===== src/rtl/sine_dds_gen.sv =====
`default_nettype none
// ============================================================================
// Module      : sine_dds_gen
// Description : Direct-digital-synthesis waveform generator. A phase
//               accumulator advanced once per prescaled sample tick drives a
//               three-stage pipeline that produces sine (quarter-wave LUT),
//               triangle, square or saw samples. Samples are scaled by an
//               8-bit amplitude, and a first-order sigma-delta modulator
//               turns the sample stream into a 1-bit PDM stream.
// Ports       : clk          - clock
//               rst_n        - synchronous active-low reset
//               wr_en        - register write strobe
//               wr_addr[2:0] - register address (0..2 FTW, 3 AMP, 4 CTRL)
//               wr_data[7:0] - register write data
//               sample_out   - offset-binary sample, AMP_W bits
//               sample_valid - one-cycle pulse when sample_out updates
//               pdm_out      - sigma-delta bitstream of sample_out
//               sync_out     - one-cycle pulse in a tick that wraps the phase
// Revision    : 1.0 - initial release
// ============================================================================
module sine_dds_gen #(
    parameter int PHASE_W    = 24,
    parameter int LUT_ADDR_W = 6,
    parameter int AMP_W      = 8,
    parameter int DIV        = 16
) (
    input  logic             clk,
    input  logic             rst_n,
    input  logic             wr_en,
    input  logic [2:0]       wr_addr,
    input  logic [7:0]       wr_data,
    output logic [AMP_W-1:0] sample_out,
    output logic             sample_valid,
    output logic             pdm_out,
    output logic             sync_out
);

    localparam int c_lut_n   = 1 << LUT_ADDR_W;
    localparam int c_presc_w = (DIV > 1) ? $clog2(DIV) : 1;
    localparam int c_m       = (1 << (AMP_W - 1)) - 1;
    localparam int c_ww      = AMP_W + 2;    // waveform working width
    localparam int c_pw      = AMP_W + 11;   // scaler product width

    localparam logic [c_presc_w-1:0] c_presc_last = c_presc_w'(DIV - 1);
    localparam logic [AMP_W-1:0]     c_mid        = AMP_W'(1 << (AMP_W - 1));
    localparam logic signed [c_ww-1:0] c_pos_m = c_ww'(c_m);
    localparam logic signed [c_ww-1:0] c_neg_m = -c_pos_m;
    localparam logic signed [c_ww-1:0] c_mid_s = c_ww'(1 << (AMP_W - 1));

    localparam logic [2:0] c_addr_ftw0 = 3'd0;
    localparam logic [2:0] c_addr_ftw1 = 3'd1;
    localparam logic [2:0] c_addr_ftw2 = 3'd2;
    localparam logic [2:0] c_addr_amp  = 3'd3;
    localparam logic [2:0] c_addr_ctrl = 3'd4;

    localparam logic [1:0] c_mode_sine   = 2'b00;
    localparam logic [1:0] c_mode_tri    = 2'b01;
    localparam logic [1:0] c_mode_square = 2'b10;
    localparam logic [1:0] c_mode_saw    = 2'b11;

    // Quarter-wave entry i = round(M * sin(pi/2 * (i + 0.5) / N)), evaluated
    // at elaboration with a Taylor series so no math library is needed.
    function automatic int lut_entry(input int i);
        real x;
        real term;
        real sum;
        x    = 3.14159265358979323846 / 2.0 * (real'(i) + 0.5) / real'(c_lut_n);
        term = x;
        sum  = x;
        for (int k = 1; k < 12; k++) begin
            term = -term * x * x / real'((2 * k) * (2 * k + 1));
            sum  = sum + term;
        end
        return $rtoi(real'(c_m) * sum + 0.5);
    endfunction

    logic [AMP_W-2:0] w_lut [c_lut_n];

    for (genvar gi = 0; gi < c_lut_n; gi++) begin : g_lut
        localparam logic [AMP_W-2:0] c_entry = (AMP_W - 1)'(lut_entry(gi));
        assign w_lut[gi] = c_entry;
    end

    // ------------------------------------------------------------------
    // Configuration registers
    // ------------------------------------------------------------------
    logic [15:0]        r_shadow;
    logic [PHASE_W-1:0] r_ftw;
    logic [7:0]         r_amp;
    logic               r_enable;
    logic [1:0]         r_mode;
    logic [23:0]        w_ftw_commit;

    assign w_ftw_commit = {wr_data, r_shadow};

    always_ff @(posedge clk) begin
        if (!rst_n) begin
            r_shadow <= '0;
            r_ftw    <= '0;
            r_amp    <= 8'hFF;
            r_enable <= 1'b0;
            r_mode   <= c_mode_sine;
        end else if (wr_en) begin
            case (wr_addr)
                c_addr_ftw0: r_shadow[7:0]  <= wr_data;
                c_addr_ftw1: r_shadow[15:8] <= wr_data;
                c_addr_ftw2: r_ftw          <= w_ftw_commit[PHASE_W-1:0];
                c_addr_amp:  r_amp          <= wr_data;
                c_addr_ctrl: begin
                    r_enable <= wr_data[0];
                    r_mode   <= wr_data[2:1];
                end
                default: ;
            endcase
        end
    end

    // ------------------------------------------------------------------
    // Prescaler and phase accumulator
    // ------------------------------------------------------------------
    logic                 w_ctrl_wr;
    logic                 w_phase_clear;
    logic                 w_en_next;
    logic                 w_run;
    logic                 w_tick;
    logic                 w_carry;
    logic [PHASE_W-1:0]   w_phase_sum;
    logic                 w_s1_load;
    logic [c_presc_w-1:0] r_presc;
    logic [PHASE_W-1:0]   r_phase;

    assign w_ctrl_wr     = wr_en && (wr_addr == c_addr_ctrl);
    assign w_phase_clear = w_ctrl_wr && wr_data[3];
    // A CTRL write that drops enable takes effect on this very edge, so the
    // output returns to mid-scale one cycle after the write.
    assign w_en_next     = w_ctrl_wr ? wr_data[0] : r_enable;
    assign w_run         = r_enable && w_en_next;
    assign w_tick        = w_run && (r_presc == c_presc_last);
    assign {w_carry, w_phase_sum} = {1'b0, r_phase} + {1'b0, r_ftw};
    // A cleared phase does not advance, so it cannot wrap or issue a sample.
    assign w_s1_load     = w_tick && !w_phase_clear;
    assign sync_out      = w_s1_load && w_carry;

    always_ff @(posedge clk) begin
        if (!rst_n) begin
            r_presc <= '0;
            r_phase <= '0;
        end else begin
            if (!w_run || w_tick) begin
                r_presc <= '0;
            end else begin
                r_presc <= r_presc + c_presc_w'(1);
            end
            if (w_phase_clear) begin
                r_phase <= '0;
            end else if (w_tick) begin
                r_phase <= w_phase_sum;
            end
        end
    end

    // ------------------------------------------------------------------
    // S1: phase decode
    // ------------------------------------------------------------------
    logic                  r_s1_valid;
    logic [1:0]            r_s1_quad;
    logic [LUT_ADDR_W-1:0] r_s1_idx;
    logic [AMP_W-1:0]      r_s1_u;
    logic [1:0]            r_s1_mode;
    logic [7:0]            r_s1_amp;

    always_ff @(posedge clk) begin
        if (!rst_n) begin
            r_s1_valid <= 1'b0;
            r_s1_quad  <= '0;
            r_s1_idx   <= '0;
            r_s1_u     <= '0;
            r_s1_mode  <= c_mode_sine;
            r_s1_amp   <= '0;
        end else begin
            r_s1_valid <= w_s1_load;
            if (w_s1_load) begin
                r_s1_quad <= r_phase[PHASE_W-1 -: 2];
                r_s1_idx  <= r_phase[PHASE_W-3 -: LUT_ADDR_W];
                r_s1_u    <= r_phase[PHASE_W-1 -: AMP_W];
                r_s1_mode <= r_mode;
                r_s1_amp  <= r_amp;
            end
        end
    end

    // ------------------------------------------------------------------
    // S2: waveform shaping, signed result in [-M, +M]
    // ------------------------------------------------------------------
    logic [LUT_ADDR_W-1:0]   w_lut_addr;
    logic signed [c_ww-1:0]  w_lut_s;
    logic signed [c_ww-1:0]  w_u_s;
    logic signed [c_ww-1:0]  w_wave;
    logic                    r_s2_valid;
    logic signed [c_ww-1:0]  r_s2_wave;
    logic [7:0]              r_s2_amp;

    always_comb begin
        // Odd quadrants read the table backwards: N-1-idx == ~idx.
        w_lut_addr = r_s1_quad[0] ? ~r_s1_idx : r_s1_idx;
        w_lut_s    = $signed({3'b000, w_lut[w_lut_addr]});
        w_u_s      = $signed({2'b00, r_s1_u});
        w_wave     = '0;
        case (r_s1_mode)
            c_mode_sine:   w_wave = r_s1_quad[1] ? -w_lut_s : w_lut_s;
            c_mode_tri:    w_wave = !r_s1_u[AMP_W-1] ? (w_u_s <<< 1) - c_pos_m
                                                     : c_pos_m - ((w_u_s - c_mid_s) <<< 1);
            c_mode_square: w_wave = r_s1_quad[1] ? c_neg_m : c_pos_m;
            c_mode_saw:    w_wave = (r_s1_u == '0) ? c_neg_m : w_u_s - c_mid_s;
        endcase
    end

    always_ff @(posedge clk) begin
        if (!rst_n) begin
            r_s2_valid <= 1'b0;
            r_s2_wave  <= '0;
            r_s2_amp   <= '0;
        end else begin
            r_s2_valid <= w_en_next && r_s1_valid;
            if (r_s1_valid) begin
                r_s2_wave <= w_wave;
                r_s2_amp  <= r_s1_amp;
            end
        end
    end

    // ------------------------------------------------------------------
    // S3: amplitude scaling and offset to unsigned
    // ------------------------------------------------------------------
    logic signed [c_pw-1:0] w_prod;
    logic [AMP_W-1:0]       w_scaled;
    logic [AMP_W-1:0]       w_sample_next;

    // Bits [AMP_W+7:8] of the full product are (s*AMP) >>> 8, floor-rounded.
    assign w_prod        = c_pw'(r_s2_wave) * $signed({{(c_pw - 8){1'b0}}, r_s2_amp});
    assign w_scaled      = w_prod[AMP_W+7:8];
    assign w_sample_next = c_mid + w_scaled;

    always_ff @(posedge clk) begin
        if (!rst_n) begin
            sample_out   <= c_mid;
            sample_valid <= 1'b0;
        end else if (!w_en_next) begin
            sample_out   <= c_mid;
            sample_valid <= 1'b0;
        end else begin
            sample_valid <= r_s2_valid;
            if (r_s2_valid) begin
                sample_out <= w_sample_next;
            end
        end
    end

    // ------------------------------------------------------------------
    // First-order sigma-delta: carry out of the accumulator is the PDM bit
    // ------------------------------------------------------------------
    logic [AMP_W-1:0] r_sigma;
    logic [AMP_W:0]   w_pdm_sum;

    assign w_pdm_sum = {1'b0, r_sigma} + {1'b0, sample_out};

    always_ff @(posedge clk) begin
        if (!rst_n) begin
            r_sigma <= '0;
            pdm_out <= 1'b0;
        end else begin
            r_sigma <= w_pdm_sum[AMP_W-1:0];
            pdm_out <= w_pdm_sum[AMP_W];
        end
    end

    // FTW bits above PHASE_W and the discarded product bits are intentionally dropped.
    logic w_unused;
    assign w_unused = &{1'b0, w_ftw_commit, w_prod[7:0], w_prod[c_pw-1:AMP_W+8], 1'b0};

endmodule
`default_nettype wire


===== config.mk =====
export PLATFORM = sky130hd
export DESIGN_NAME = sine_dds_gen
export DESIGN_NICKNAME = d
export VERILOG_FILES = /design/src/rtl/sine_dds_gen.sv
export SDC_FILE = /design/constraint.sdc
export NUM_CORES = 1
export LEC_CHECK = 0
export CAP_MARGIN = 20
export CORE_MARGIN = 10
export CORE_UTILIZATION = 55
export CTS_BUF_LIST = sky130_fd_sc_hd__clkbuf_4 sky130_fd_sc_hd__clkbuf_8
export CTS_CLUSTER_DIAMETER = 100
export DETAILED_ROUTE_END_ITERATION = 8
export PLACE_DENSITY = 0.75
export SLEW_MARGIN = 20
export SYNTH_ARGS = -nofsm -noshare
export SYNTH_HDL_FRONTEND = slang
export SYNTH_SLANG_ARGS = --single-unit

===== constraint.sdc =====
create_clock -name clk -period 5.1 [get_ports clk]
set_input_delay 0.51 -clock clk [delete_from_list [all_inputs] [get_ports clk]]
set_output_delay 0.51 -clock clk [all_outputs]
set_load 0.005 [all_outputs]

==> results of run 1 <==
==> Yosys cell counts, types with 11 or more instances <==
library cell,count,share of area [%]
a211oi_1,14,1.0
a21oi_1,117,5.7
a31oi_1,12,0.74
and2_1,43,2.6
clkbuf_1,58,2.1
dfxtp_1,135,26
fa_1,58,11
ha_1,68,8.3
inv_1,108,4.0
mux2i_1,20,2.0
nand2_1,235,8.6
nand2b_1,11,0.67
nand3_1,29,1.4
nor2_1,78,2.9
nor2b_1,11,0.67
nor3_1,24,1.2
o21ai_0,34,1.7
o22ai_1,11,0.67
xnor2_1,35,3.0
==> cell type report <==
type	instances	area (um2)	share of cell area [%]
clock inverter	14	150.1	1.378
inverter	111	416.7	3.825
timing repair buffer	40	360.3	3.308
clock buffer	18	241.5	2.217
multi-input combinational	961	6735	61.83
tap	229	286.5	2.630
sequential	135	2703	24.81
==> timing repair <==
action                                  in CTS  in global routing
endpoints found under the hold margin        0                  0
gates resized for setup                      0                  1
hold buffers                                 0                  0
endpoints found under the setup margin       0                  2
==> metrics by stage <==
stage | setup TNS (ns) | total power [W] | util, %
after floorplan | 0 | 0.001126 | -
after global placement | 0 | 0.001154 | 58.02
after detailed placement | 0 | 0.001155 | 58.02
after CTS | 0 | 0.002027 | 60.19
after global routing | -0.03427 | 0.002078 | 60.23
final | 0 | 0.002013 | 60.23
==> state kept, by name, summed over array words and instances, names as in the netlist, 4 cells and up <==
name and flops:
r_s2_wave 10, r_s1_amp 8, r_ftw 24, r_sigma 8
sample_out 8, r_amp 8, r_presc 4, r_s2_amp 8
r_phase 24, r_shadow 16, r_s1_idx 5
==> path summary, 6_finish.rpt <==
path	from	end	depth (start not counted)
worst max-delay path	r_s2_wave[5]$_SDFFE_PN0P_	sample_out[7]$_SDFFE_PN1P_	17
worst max register to register	r_s2_wave[5]$_SDFFE_PN0P_	sample_out[7]$_SDFFE_PN1P_	17
worst min-delay path	r_presc[0]$_SDFF_PP0_	r_presc[0]$_SDFF_PP0_	1
worst min register to register	r_presc[0]$_SDFF_PP0_	r_presc[0]$_SDFF_PP0_	1
==> critical path: cells and delay by family, from the launching register on <==
family	cells	cell delay, ns
simple gates	1	0.13
flops	1	0.49
fa+ha+maj	5	2.33
buf+inv	4	0.34
xor+xnor	1	0.11
compound gates	6	1.27
==> layer usage <==
| metal | part of all wire [%] | global-route usage [%] | vias up |
|---|---|---|---|
| li1 | - | - | 4324 |
| met5 | 0 | 0 | - |
| met2 | 47 | 31.30 | 210 |
| met4 | 1.1 | 4.989 | 0 |
| met3 | 4.5 | 2.619 | 27 |
| met1 | 48 | 26.50 | 4151 |
==> logic make-up after synthesis <==
group | Yosys count | share of synthesized area [%]
AO/OA/AOI/OAI | 281 | 17.68
buffers and inverters | 189 | 7.569
adder cells (fa/ha/maj) | 126 | 19.73
flip-flops | 135 | 26.50
AND/OR/NAND/NOR | 485 | 21.95
multiplexers | 25 | 2.809
XOR/XNOR | 44 | 3.778
==> power breakdown <==
part | leakage (nW) | switching (W) | total [W] | internal, W
logic | 3.14 | 0.0000449 | 0.0000656 | 0.0000208
registers | 1.09 | 0.00000416 | 0.00107 | 0.00106
clock network | 0.193 | 0.000439 | 0.000882 | 0.000443
==> run metrics, run 1 <==
outcome=completed; Layout area overhead=6.795%; ys async rst share=0%; drt via density=5.777; Setup crit end kind=register; synth warn=0; row cnt=~50; Pwr Density=184.8 mW/mm2; Ant. Diodes=0; IO buf count=24; grt total ovfl=0; setup ws final=about 0.32 ns; CP Max Fanout=9; Total Routing Usage GR=between 10% and 20%; Max-slew headroom=25.98%; startpoint types=register; CTS H-tree lvls=4; post-CTS setup buffers=0; Slowest cell on crit path=fa_1; CTS root buffer=clkbuf_8; most common cell after layout, fill and taps aside=nand2_1; Synth Register Bits=135; CP required=5.43 ns; ANT nets after route=0; synthesized cell area=0.01020 mm2; die area=0.02439 mm2; max_cap viols=0; IO Count=25; Placement Setup Slack=0.2223 ns; Initial DRT Pass Iterations=5; final hold vios=0; core region area=0.01809 mm2; crit path cell chain=nand2_1 -> fa_1 -> inv_1 -> fa_1 -> inv_1 -> fa_1 -> inv_1 -> fa_1 -> ha_1 -> a21o_1 -> a221oi_1 -> buf_4 -> o21ai_0 -> o41ai_2 -> o21ba_2 -> xnor2_1 -> o21ai_0; fin. max-slew vios=0; post-synthesis sequential area ratio=26.50%; LEAKAGE=between 4 and 5 nW; Worst Path Arrival=5.11 ns; Final Cycle Share=between 90 and 100%; Highest Clock Rate=209.2 MHz; DP Area=0.01049 mm2; Slew @ Worst Pin=1.110 ns; Worst-path clk slew=approximately 0.080 ns; crit path time final=around 4.8 ns; Design Area, Final=0.01089 mm2; nets=1406; syn_nets=1425; CP peak stage delay=0.54 ns; Hold Crit Class=reg2reg; global-route wire length before repair=39620 um; TritonCTS clock tree=done; number of DRC markers in iteration 0=between 600 and 700; Clock Tree Buf Depth=2; TritonCTS Buffers=17; Min Hold Slack=0.4444 ns; most frequent cells in the layout=235 x nand2_1, 135 x dfxtp_1, 117 x a21oi_1; CP most frequent cell=fa_1; cell total after placement=1476; vias in the first global route=8250; worst vdd ir=0.1939 mV; drt wl/cell=15.35 um; Syn Area/Cell=approximately 8 um2; DRC viols=0; EDFF count, synth=0; Post-DP HPWL=16850 um; r2r setup slk=0.32 ns; die height=approximately 160 um; Most used DFF post-synth=dfxtp_1; initial antenna violation count=0; GP Congestion=~0.92; layout cells sized above 1=5.160%; Total Wirelength=23150 um; Worst-Skew Late Latency=about 0.44 ns; starting density of the core=a little under three fifths; pin count of the biggest net entering global routing=80; fin cells=1508; clk sinks=135; synthesized instance count=1285; Netlist cell types=between 70 and 80; detailed-route via count=about 8700; Setup Skew=0.01163 ns; critical path class=reg2reg; fillcell total=1620; Final setup viols=0; die width=156.2 um
No activity file was read; power rests on OpenSTA's default activity.
==> run 2, diff against run 1 <==
--- a/constraint.sdc
+++ b/constraint.sdc
@@ -3,2 +3,2 @@
 set_output_delay 0.51 -clock clk [all_outputs]
-set_load 0.005 [all_outputs]
+set_load 0.01 [all_outputs]
==> results of run 2 <==
Same layout as run 1 (identical final DEF). Status: completed.
